**config.mk**
```make
export PLATFORM = sky130hd
export DESIGN_NAME = conv_layer_ctrl_flat
export DESIGN_NICKNAME = d
export VERILOG_FILES = /design/src/rtl/conv_layer_ctrl_pkg.sv /design/src/rtl/conv_layer_ctrl_if.sv /design/src/rtl/conv_layer_ctrl_valid_delay_line.sv /design/src/rtl/conv_layer_ctrl.sv /design/src/flat_wrapper.sv
export SDC_FILE = /design/constraint.sdc
export NUM_CORES = 1
export LEC_CHECK = 0
export ABC_AREA = 1
export CAP_MARGIN = 25
export CORE_AREA = 4 4 58 60
export DETAILED_ROUTE_END_ITERATION = 7
export DIE_AREA = 0 0 62 64
export MAX_ROUTING_LAYER = met4
export PLACE_DENSITY = 0.72
export SETUP_SLACK_MARGIN = 0.05
export SYNTH_ARGS = -nofsm -noshare
export SYNTH_HDL_FRONTEND = slang
export SYNTH_HIERARCHICAL = 1
export SYNTH_SLANG_ARGS = --single-unit
```
**constraint.sdc**
```tcl
create_clock -name clk -period 1.65 [get_ports clk]
set_input_delay 0.495 -clock clk [delete_from_list [all_inputs] [get_ports clk]]
set_output_delay 0.495 -clock clk [all_outputs]
set_load 0.02 [all_outputs]
```
**src/rtl/conv_layer_ctrl_pkg.sv**
```systemverilog
// -----------------------------------------------------------------------------
// conv_ctrl_pkg
// Shared definitions for the two-layer conv engine sequencer: bus widths and
// the state encoding seen by the SRAM address generator on the 4-bit state
// bus.
// -----------------------------------------------------------------------------
package conv_ctrl_pkg;

    localparam int STATE_W = 4;
    localparam int POS_W   = 6;
    localparam int OCH_W   = 5;

    // Encoding is visible on the state bus, so the values are fixed.
    // Codes 7..15 are never produced and fall back to IDLE if ever seen.
    typedef enum logic [STATE_W-1:0] {
        ST_IDLE      = 4'd0,
        ST_UNSHUFFLE = 4'd1,
        ST_LOAD      = 4'd2,
        ST_CONV1     = 4'd3,
        ST_CONV2     = 4'd4,
        ST_DRAIN     = 4'd5,
        ST_FINISH    = 4'd6
    } state_t;

endpackage

```
**src/rtl/conv_layer_ctrl_if.sv**
```systemverilog
// -----------------------------------------------------------------------------
// conv_layer_ctrl_if
// Handshake and status bundle of the conv layer sequencer.
//   start, unshuffle_done, load_done : requests/acknowledges into the sequencer
//   state, conv_done, och_cnt, pos_cnt: sequencing status for the address gen
//   out_valid, out_last               : pipeline-aligned flags for the writer
//   busy, done                        : overall run status
// master = the environment driving the handshakes, slave = the sequencer.
// -----------------------------------------------------------------------------
interface conv_layer_ctrl_if import conv_ctrl_pkg::*; ();

    logic               start;
    logic               unshuffle_done;
    logic               load_done;
    logic [STATE_W-1:0] state;
    logic               conv_done;
    logic [OCH_W-1:0]   och_cnt;
    logic [POS_W-1:0]   pos_cnt;
    logic               out_valid;
    logic               out_last;
    logic               busy;
    logic               done;

    modport master (
        output start, unshuffle_done, load_done,
        input  state, conv_done, och_cnt, pos_cnt,
        input  out_valid, out_last, busy, done
    );

    modport slave (
        input  start, unshuffle_done, load_done,
        output state, conv_done, och_cnt, pos_cnt,
        output out_valid, out_last, busy, done
    );

endinterface

```
**src/rtl/conv_layer_ctrl_valid_delay_line.sv**
```systemverilog
// -----------------------------------------------------------------------------
// valid_delay_line
// Fixed-depth shift register that delays a small flag vector by DEPTH cycles,
// used to line the issue flags up with the MAC result.
//   clk   : clock, rising edge
//   rst_n : asynchronous active-low reset, clears every stage
//   din   : flags entering this cycle
//   dout  : flags entered DEPTH cycles ago
// -----------------------------------------------------------------------------
module valid_delay_line #(
    parameter int DEPTH = 3,
    parameter int WIDTH = 2
) (
    input  logic             clk,
    input  logic             rst_n,
    input  logic [WIDTH-1:0] din,
    output logic [WIDTH-1:0] dout
);

    logic [WIDTH-1:0] vld_p [DEPTH];

    // stage boundary: one register per cycle of MAC latency, shifting always
    always_ff @(posedge clk or negedge rst_n) begin
        if (!rst_n) begin
            for (int i = 0; i < DEPTH; i++) begin
                vld_p[i] <= '0;
            end
        end else begin
            vld_p[0] <= din;
            for (int i = 1; i < DEPTH; i++) begin
                vld_p[i] <= vld_p[i-1];
            end
        end
    end

    assign dout = vld_p[DEPTH-1];

endmodule

```
**src/rtl/conv_layer_ctrl.sv**
```systemverilog
// -----------------------------------------------------------------------------
// conv_layer_ctrl
// Top-level sequencer for the two-layer conv engine. Walks
// IDLE -> UNSHUFFLE -> LOAD -> CONV1 -> DRAIN -> LOAD -> CONV2 -> DRAIN
// -> FINISH -> IDLE, counting output positions and channels while convolving
// and flagging each channel boundary on conv_done.
//   clk   : clock, rising edge
//   rst_n : asynchronous active-low reset (aborts a run immediately)
//   bus   : slave side of conv_layer_ctrl_if
//           in : start, unshuffle_done, load_done
//           out: state, conv_done, och_cnt, pos_cnt, out_valid, out_last,
//                busy, done
// -----------------------------------------------------------------------------
module conv_layer_ctrl import conv_ctrl_pkg::*; #(
    parameter int C1_POS   = 36,
    parameter int C2_POS   = 25,
    parameter int C1_OCH   = 4,
    parameter int C2_OCH   = 12,
    parameter int PIPE_LAT = 3
) (
    input  logic            clk,
    input  logic            rst_n,
    conv_layer_ctrl_if.slave bus
);

    localparam int DRN_W = (PIPE_LAT > 1) ? $clog2(PIPE_LAT) : 1;

    localparam logic [POS_W-1:0] C1_POS_LAST = POS_W'(C1_POS - 1);
    localparam logic [POS_W-1:0] C2_POS_LAST = POS_W'(C2_POS - 1);
    localparam logic [OCH_W-1:0] C1_OCH_LAST = OCH_W'(C1_OCH - 1);
    localparam logic [OCH_W-1:0] C2_OCH_LAST = OCH_W'(C2_OCH - 1);
    localparam logic [DRN_W-1:0] DRAIN_LAST  = DRN_W'(PIPE_LAT - 1);

    state_t           state_q, state_d;
    logic             layer_q, layer_d;
    logic [POS_W-1:0] pos_q, pos_d;
    logic [OCH_W-1:0] och_q, och_d;
    logic [DRN_W-1:0] drain_q, drain_d;

    logic issue;
    logic pos_last;
    logic och_last;

    always_comb begin
        state_d  = state_q;
        layer_d  = layer_q;
        pos_d    = pos_q;
        och_d    = och_q;
        drain_d  = '0;
        issue    = 1'b0;
        pos_last = 1'b0;
        och_last = 1'b0;

        case (state_q)
            ST_IDLE: begin
                if (bus.start) state_d = ST_UNSHUFFLE;
            end
            ST_UNSHUFFLE: begin
                if (bus.unshuffle_done) state_d = ST_LOAD;
            end
            ST_LOAD: begin
                if (bus.load_done) state_d = layer_q ? ST_CONV2 : ST_CONV1;
            end
            ST_CONV1, ST_CONV2: begin
                issue = 1'b1;
                if (state_q == ST_CONV1) begin
                    pos_last = (pos_q == C1_POS_LAST);
                    och_last = (och_q == C1_OCH_LAST);
                end else begin
                    pos_last = (pos_q == C2_POS_LAST);
                    och_last = (och_q == C2_OCH_LAST);
                end
                if (pos_last) begin
                    pos_d = '0;
                    if (och_last) begin
                        och_d   = '0;
                        state_d = ST_DRAIN;
                    end else begin
                        och_d = och_q + 1'b1;
                    end
                end else begin
                    pos_d = pos_q + 1'b1;
                end
            end
            ST_DRAIN: begin
                // Hold off until the last issued address has come out of the MAC.
                drain_d = drain_q + 1'b1;
                if (drain_q == DRAIN_LAST) begin
                    drain_d = '0;
                    if (!layer_q) begin
                        layer_d = 1'b1;
                        state_d = ST_LOAD;
                    end else begin
                        state_d = ST_FINISH;
                    end
                end
            end
            ST_FINISH: begin
                layer_d = 1'b0;
                state_d = ST_IDLE;
            end
            default: begin
                state_d = ST_IDLE;
            end
        endcase
    end

    always_ff @(posedge clk or negedge rst_n) begin
        if (!rst_n) begin
            state_q <= ST_IDLE;
            layer_q <= 1'b0;
            pos_q   <= '0;
            och_q   <= '0;
            drain_q <= '0;
        end else begin
            state_q <= state_d;
            layer_q <= layer_d;
            pos_q   <= pos_d;
            och_q   <= och_d;
            drain_q <= drain_d;
        end
    end

    // stage boundary: issue flags -> MAC-result-aligned flags
    logic [1:0] flags_p0;
    logic [1:0] flags_pn;

    assign flags_p0 = {issue & pos_last & och_last, issue};

    valid_delay_line #(
        .DEPTH (PIPE_LAT),
        .WIDTH (2)
    ) u_delay (
        .clk   (clk),
        .rst_n (rst_n),
        .din   (flags_p0),
        .dout  (flags_pn)
    );

    // conv_done is a pure decode of registered state so it lines up with the
    // address issued in the same cycle.
    assign bus.state     = state_q;
    assign bus.conv_done = pos_last;
    assign bus.och_cnt   = och_q;
    assign bus.pos_cnt   = pos_q;
    assign bus.out_valid = flags_pn[0];
    assign bus.out_last  = flags_pn[1];
    assign bus.busy      = (state_q != ST_IDLE);
    assign bus.done      = (state_q == ST_FINISH);

endmodule

```
**src/flat_wrapper.sv**
```systemverilog
// flat-port wrapper written by rule: the top's interface ports become plain ports
module conv_layer_ctrl_flat import conv_ctrl_pkg::*;
#(
    parameter int C1_POS   = 36,
    parameter int C2_POS   = 25,
    parameter int C1_OCH   = 4,
    parameter int C2_OCH   = 12,
    parameter int PIPE_LAT = 3
)
  (clk, rst_n, bus_start, bus_unshuffle_done, bus_load_done, bus_state, bus_conv_done, bus_och_cnt, bus_pos_cnt, bus_out_valid, bus_out_last, bus_busy, bus_done);
  conv_layer_ctrl_if bus_i ();
  input  logic clk;
  input  logic rst_n;
  input wire logic [$bits(bus_i.start)-1:0] bus_start;
  input wire logic [$bits(bus_i.unshuffle_done)-1:0] bus_unshuffle_done;
  input wire logic [$bits(bus_i.load_done)-1:0] bus_load_done;
  output wire logic [$bits(bus_i.state)-1:0] bus_state;
  output wire logic [$bits(bus_i.conv_done)-1:0] bus_conv_done;
  output wire logic [$bits(bus_i.och_cnt)-1:0] bus_och_cnt;
  output wire logic [$bits(bus_i.pos_cnt)-1:0] bus_pos_cnt;
  output wire logic [$bits(bus_i.out_valid)-1:0] bus_out_valid;
  output wire logic [$bits(bus_i.out_last)-1:0] bus_out_last;
  output wire logic [$bits(bus_i.busy)-1:0] bus_busy;
  output wire logic [$bits(bus_i.done)-1:0] bus_done;
  assign bus_i.start = bus_start;
  assign bus_i.unshuffle_done = bus_unshuffle_done;
  assign bus_i.load_done = bus_load_done;
  assign bus_state = bus_i.state;
  assign bus_conv_done = bus_i.conv_done;
  assign bus_och_cnt = bus_i.och_cnt;
  assign bus_pos_cnt = bus_i.pos_cnt;
  assign bus_out_valid = bus_i.out_valid;
  assign bus_out_last = bus_i.out_last;
  assign bus_busy = bus_i.busy;
  assign bus_done = bus_i.done;
  conv_layer_ctrl #(.C1_POS(C1_POS), .C2_POS(C2_POS), .C1_OCH(C1_OCH), .C2_OCH(C2_OCH), .PIPE_LAT(PIPE_LAT)) u_core (.clk(clk), .rst_n(rst_n), .bus(bus_i));
endmodule
```
==> impl_results.md <==
- R2r endpoint: u_core/bus.state[2]
- HPWL Detailed: 2260 um
- Clk sinks: 23
- First drt pass iteration count: 4
- FP Rows: 20
- CP cell instances: nor2_4, inv_2, o21ai_4, nand3_4, inv_4, buf_6
- Synth unique cells: 26
- Final WS setup: -0.2605 ns
- Antenna-violating nets left: 0
- GRT Total Usage: 17.71%
- Compound-Gate Fraction of Synth Area: 7.430%
- Final nets: 220
- RSZ-0062 raised after global routing: yes
- Vias in the first global route: 1,149
- Total CTS buffers: 3
- Mean Syn Cell Area: 8.199 sq um
- Primary FF master, synth: dfrtp_1
- Outcome: complete, but fails checks
- Clk pin slew, worst setup/hold paths: 0.13 ns
- Min-delay worst type: reg2reg
- Total gr overflow: 0
- Post-synthesis xor/xnor area fraction: 1.406%
- Worst setup EP type: output port
- HP Start: u_core/u_delay/vld_p[5]
- Failing checks: negative setup slack
- WHS Path Cells: 0
- Leakage: 0.9554 nW
- Crit path kind: reg2out
- Adder-Cell Fraction of Synth Area: 2.008%
- Max-slew violations: 0
- Syn_nets: 159
- Crit path max-delay family: flip-flops
- WL per Instance: 12.80 um
- Worst Path Required: 1.15 ns
- Die footprint: 3968 sq um
- Post-synth EDFFs: 0
- Initial DRC Count: 37
- Fin. Hold Viols: 0
- First-pass GRT wire length: 5188 um
- Placed cells: 230
- DRC: 0
- Dpl ws: -0.4060 ns
- Worst VDD drop: 1.020 mV
- Area Overhead vs Synth: 48.90%
- Routed vias/inst: 4.878
- Initial core utilization: 42.56%
- Core Footprint: 2928 sq um
- CP Launch Type: flop
- Async SR Flop Fraction: 100.0%
- CTS H-tree lvls: 1
- WHS: 0.3611 ns
- Share of layout cells above drive strength 1: 42.92%
- Routed vias: 1,195
- Largest net degree at the start of global routing: 24
- Die X: 62 um
- Die Ht: 64 um
- Slowest cell delay on critical path: 0.49 ns
- CP arrival: 1.42 ns
- Antenna violations before repair: 0
- Worst Hold End: u_core/u_delay/vld_p[3]
- R2R cell count: 11
- Cells after synthesis: 152
- Simple-gate share of the synthesized area: 32.43%
- Ys Warns: 6
- Synth Register Bits: 23
- Reg2Reg Setup Slack: 0.11 ns
- Clock Latency Late Sink: 0.31 ns
- Buf/Inv on CP: 3
- Worst R2R Start: u_core/bus.state[2]
- Mapped cell area: 1246 sq um
- Total wire length: 3135 um
- Hold_buf cts: 0
- Clock tree from TritonCTS: done
- Routability cong.: 0.8548
- Critical Path Slowest Stage Cell: dfrtp_2
- Post-layout util: 63.38%
- Root buffer cell: clkbuf_4
- Achievable Freq: 523.4 MHz
- PD cells: 1489 nW/um^2
- Final period util: 115.8%
- Final Setup Violations: 6
- Worst Skew: 0.01138 ns
- Post-synthesis mux area share: 0%
- ANT cells: 0
- I/O pin count: 25
- # port buffers: 23
- Post-Layout Cell Count: 245
- Post-synthesis sequential area ratio: 46.18%
- Max Cap Violations: 0
- Min Tclk post-route: 1.910 ns
- Combinational family with the most area after synthesis: simple AND/OR/NAND/NOR gates
- Max FO, Critical Path: 4
- Max Buffers Root-to-Sink: 2
## power breakdown
group,switching [mW],internal (mW)
Clock,0.161,0.0943
Sequential,0.123,0.697
Combinational,0.929,0.759
Total,1.21,1.55
## flip-flops by register name, summed over array words and instances, names as in the netlist
signal / cells
u_core/bus.och_cnt: 5
u_core/drain_q: 2
u_core/bus.state: 3
u_core/bus.pos_cnt: 6
u_core/u_delay/dout: 2
u_core/u_delay/vld_p: 4
u_core/layer_q: 1
## area by class of cell
type / instances / area, sq um
tap: 33 / 41.29
multi-input combinational: 102 / 616.8
clock buffer: 4 / 26.28
inverter: 22 / 90.09
timing repair buffer: 61 / 501.7
fill: 257 / 1072
sequential: 23 / 579.3
## logic make-up after synthesis
family / after synthesis
simple gates: 84
buf+inv: 27
flops: 23
fa+ha+maj: 2
compound gates: 13
xor+xnor: 2
other cells: 1
## cells in the mapped netlist, types with 2 or more instances
| cell | count | area [sq um] |
|---|---|---|
| o22ai_1 | 2 | 12.51 |
| inv_2 | 9 | 33.78 |
| nand2_1 | 34 | 127.6 |
| o21ai_2 | 3 | 26.28 |
| xor2_1 | 2 | 17.52 |
| nor2_1 | 14 | 52.55 |
| a21oi_1 | 2 | 10.01 |
| o21ai_0 | 3 | 15.01 |
| nor3_1 | 4 | 20.02 |
| buf_4 | 3 | 22.52 |
| ha_1 | 2 | 25.02 |
| nand2_2 | 4 | 25.02 |
| dfrtp_1 | 23 | 575.6 |
| buf_6 | 2 | 22.52 |
| nand3_1 | 21 | 105.1 |
| inv_1 | 13 | 48.80 |
| nand3_2 | 2 | 20.02 |
## metrics by stage
stage               cell area (sq um)  setup TNS, ns  total power, mW
finish                           1856        -0.8221            2.763
global route                     1856         -1.299            2.982
CTS                              1733        -0.7188            2.511
detailed placement               1680        -0.8752            2.229
global placement                 1680        -0.7939            2.212
floorplan                        1251        -0.1810            1.586
## how the worst max path moves through the flow
| stage | from | to | slack [ns] | depth (start not counted) |
|---|---|---|---|---|
| CTS | u_core/bus.state[2] | bus_conv_done | -0.28 | 6 |
| finish | u_core/bus.state[1] | bus_conv_done | -0.26 | 6 |
| floorplan | u_core/bus.state[1] | bus_conv_done | -0.11 | 6 |
| global placement | u_core/bus.state[0] | bus_conv_done | -0.37 | 7 |
| global route | u_core/bus.state[0] | bus_done | -0.35 | 4 |
| detailed placement | u_core/bus.state[0] | bus_conv_done | -0.41 | 7 |
## placed cells by master, fill, tap and decap left out
cell type,Yosys,routed
buf_4,3,32
nand2_1,34,30
dfrtp_1,23,20
nand3_1,21,18
buf_6,2,13
inv_1,13,13
nor2_1,14,12
inv_2,9,6
buf_2,0,5
nand2_2,4,5
clkdlybuf4s50_1,0,4
dlygate4sd2_1,0,4
nand3_2,2,4
clkbuf_4,0,3
clkbuf_2,0,3
inv_4,0,3
nor2_4,1,3
nor3_1,4,3
nand2_4,0,3
o21ai_2,3,3
o21ai_0,3,3
dfrtp_2,0,3
nand3_4,1,2
a21oi_1,2,2
xor2_1,2,2
o22ai_1,2,2
ha_1,2,2
clkbuf_1,0,1
nor3_4,0,1
o21ai_4,1,1
nand4_1,1,1
o21ai_1,1,1
nand3b_1,1,1
o211ai_1,1,1
nand3b_2,1,1
conb_1,1,1
## timing repair
action,4_1_cts,5_1_grt
endpoints found under the setup margin,19,14
buffers inserted,3,10
resized for setup,73,29
pin swaps,8,11
## routing by layer
metal,GRT usage [%],routed length (um),vias to the layer above
li1,-,-,607
met1,21.68,1300,561
met2,29.27,1681,23
met3,4.242,110,4
met4,3.448,43,0
met5,-,0,-
Power figures use the tool's default switching activity.
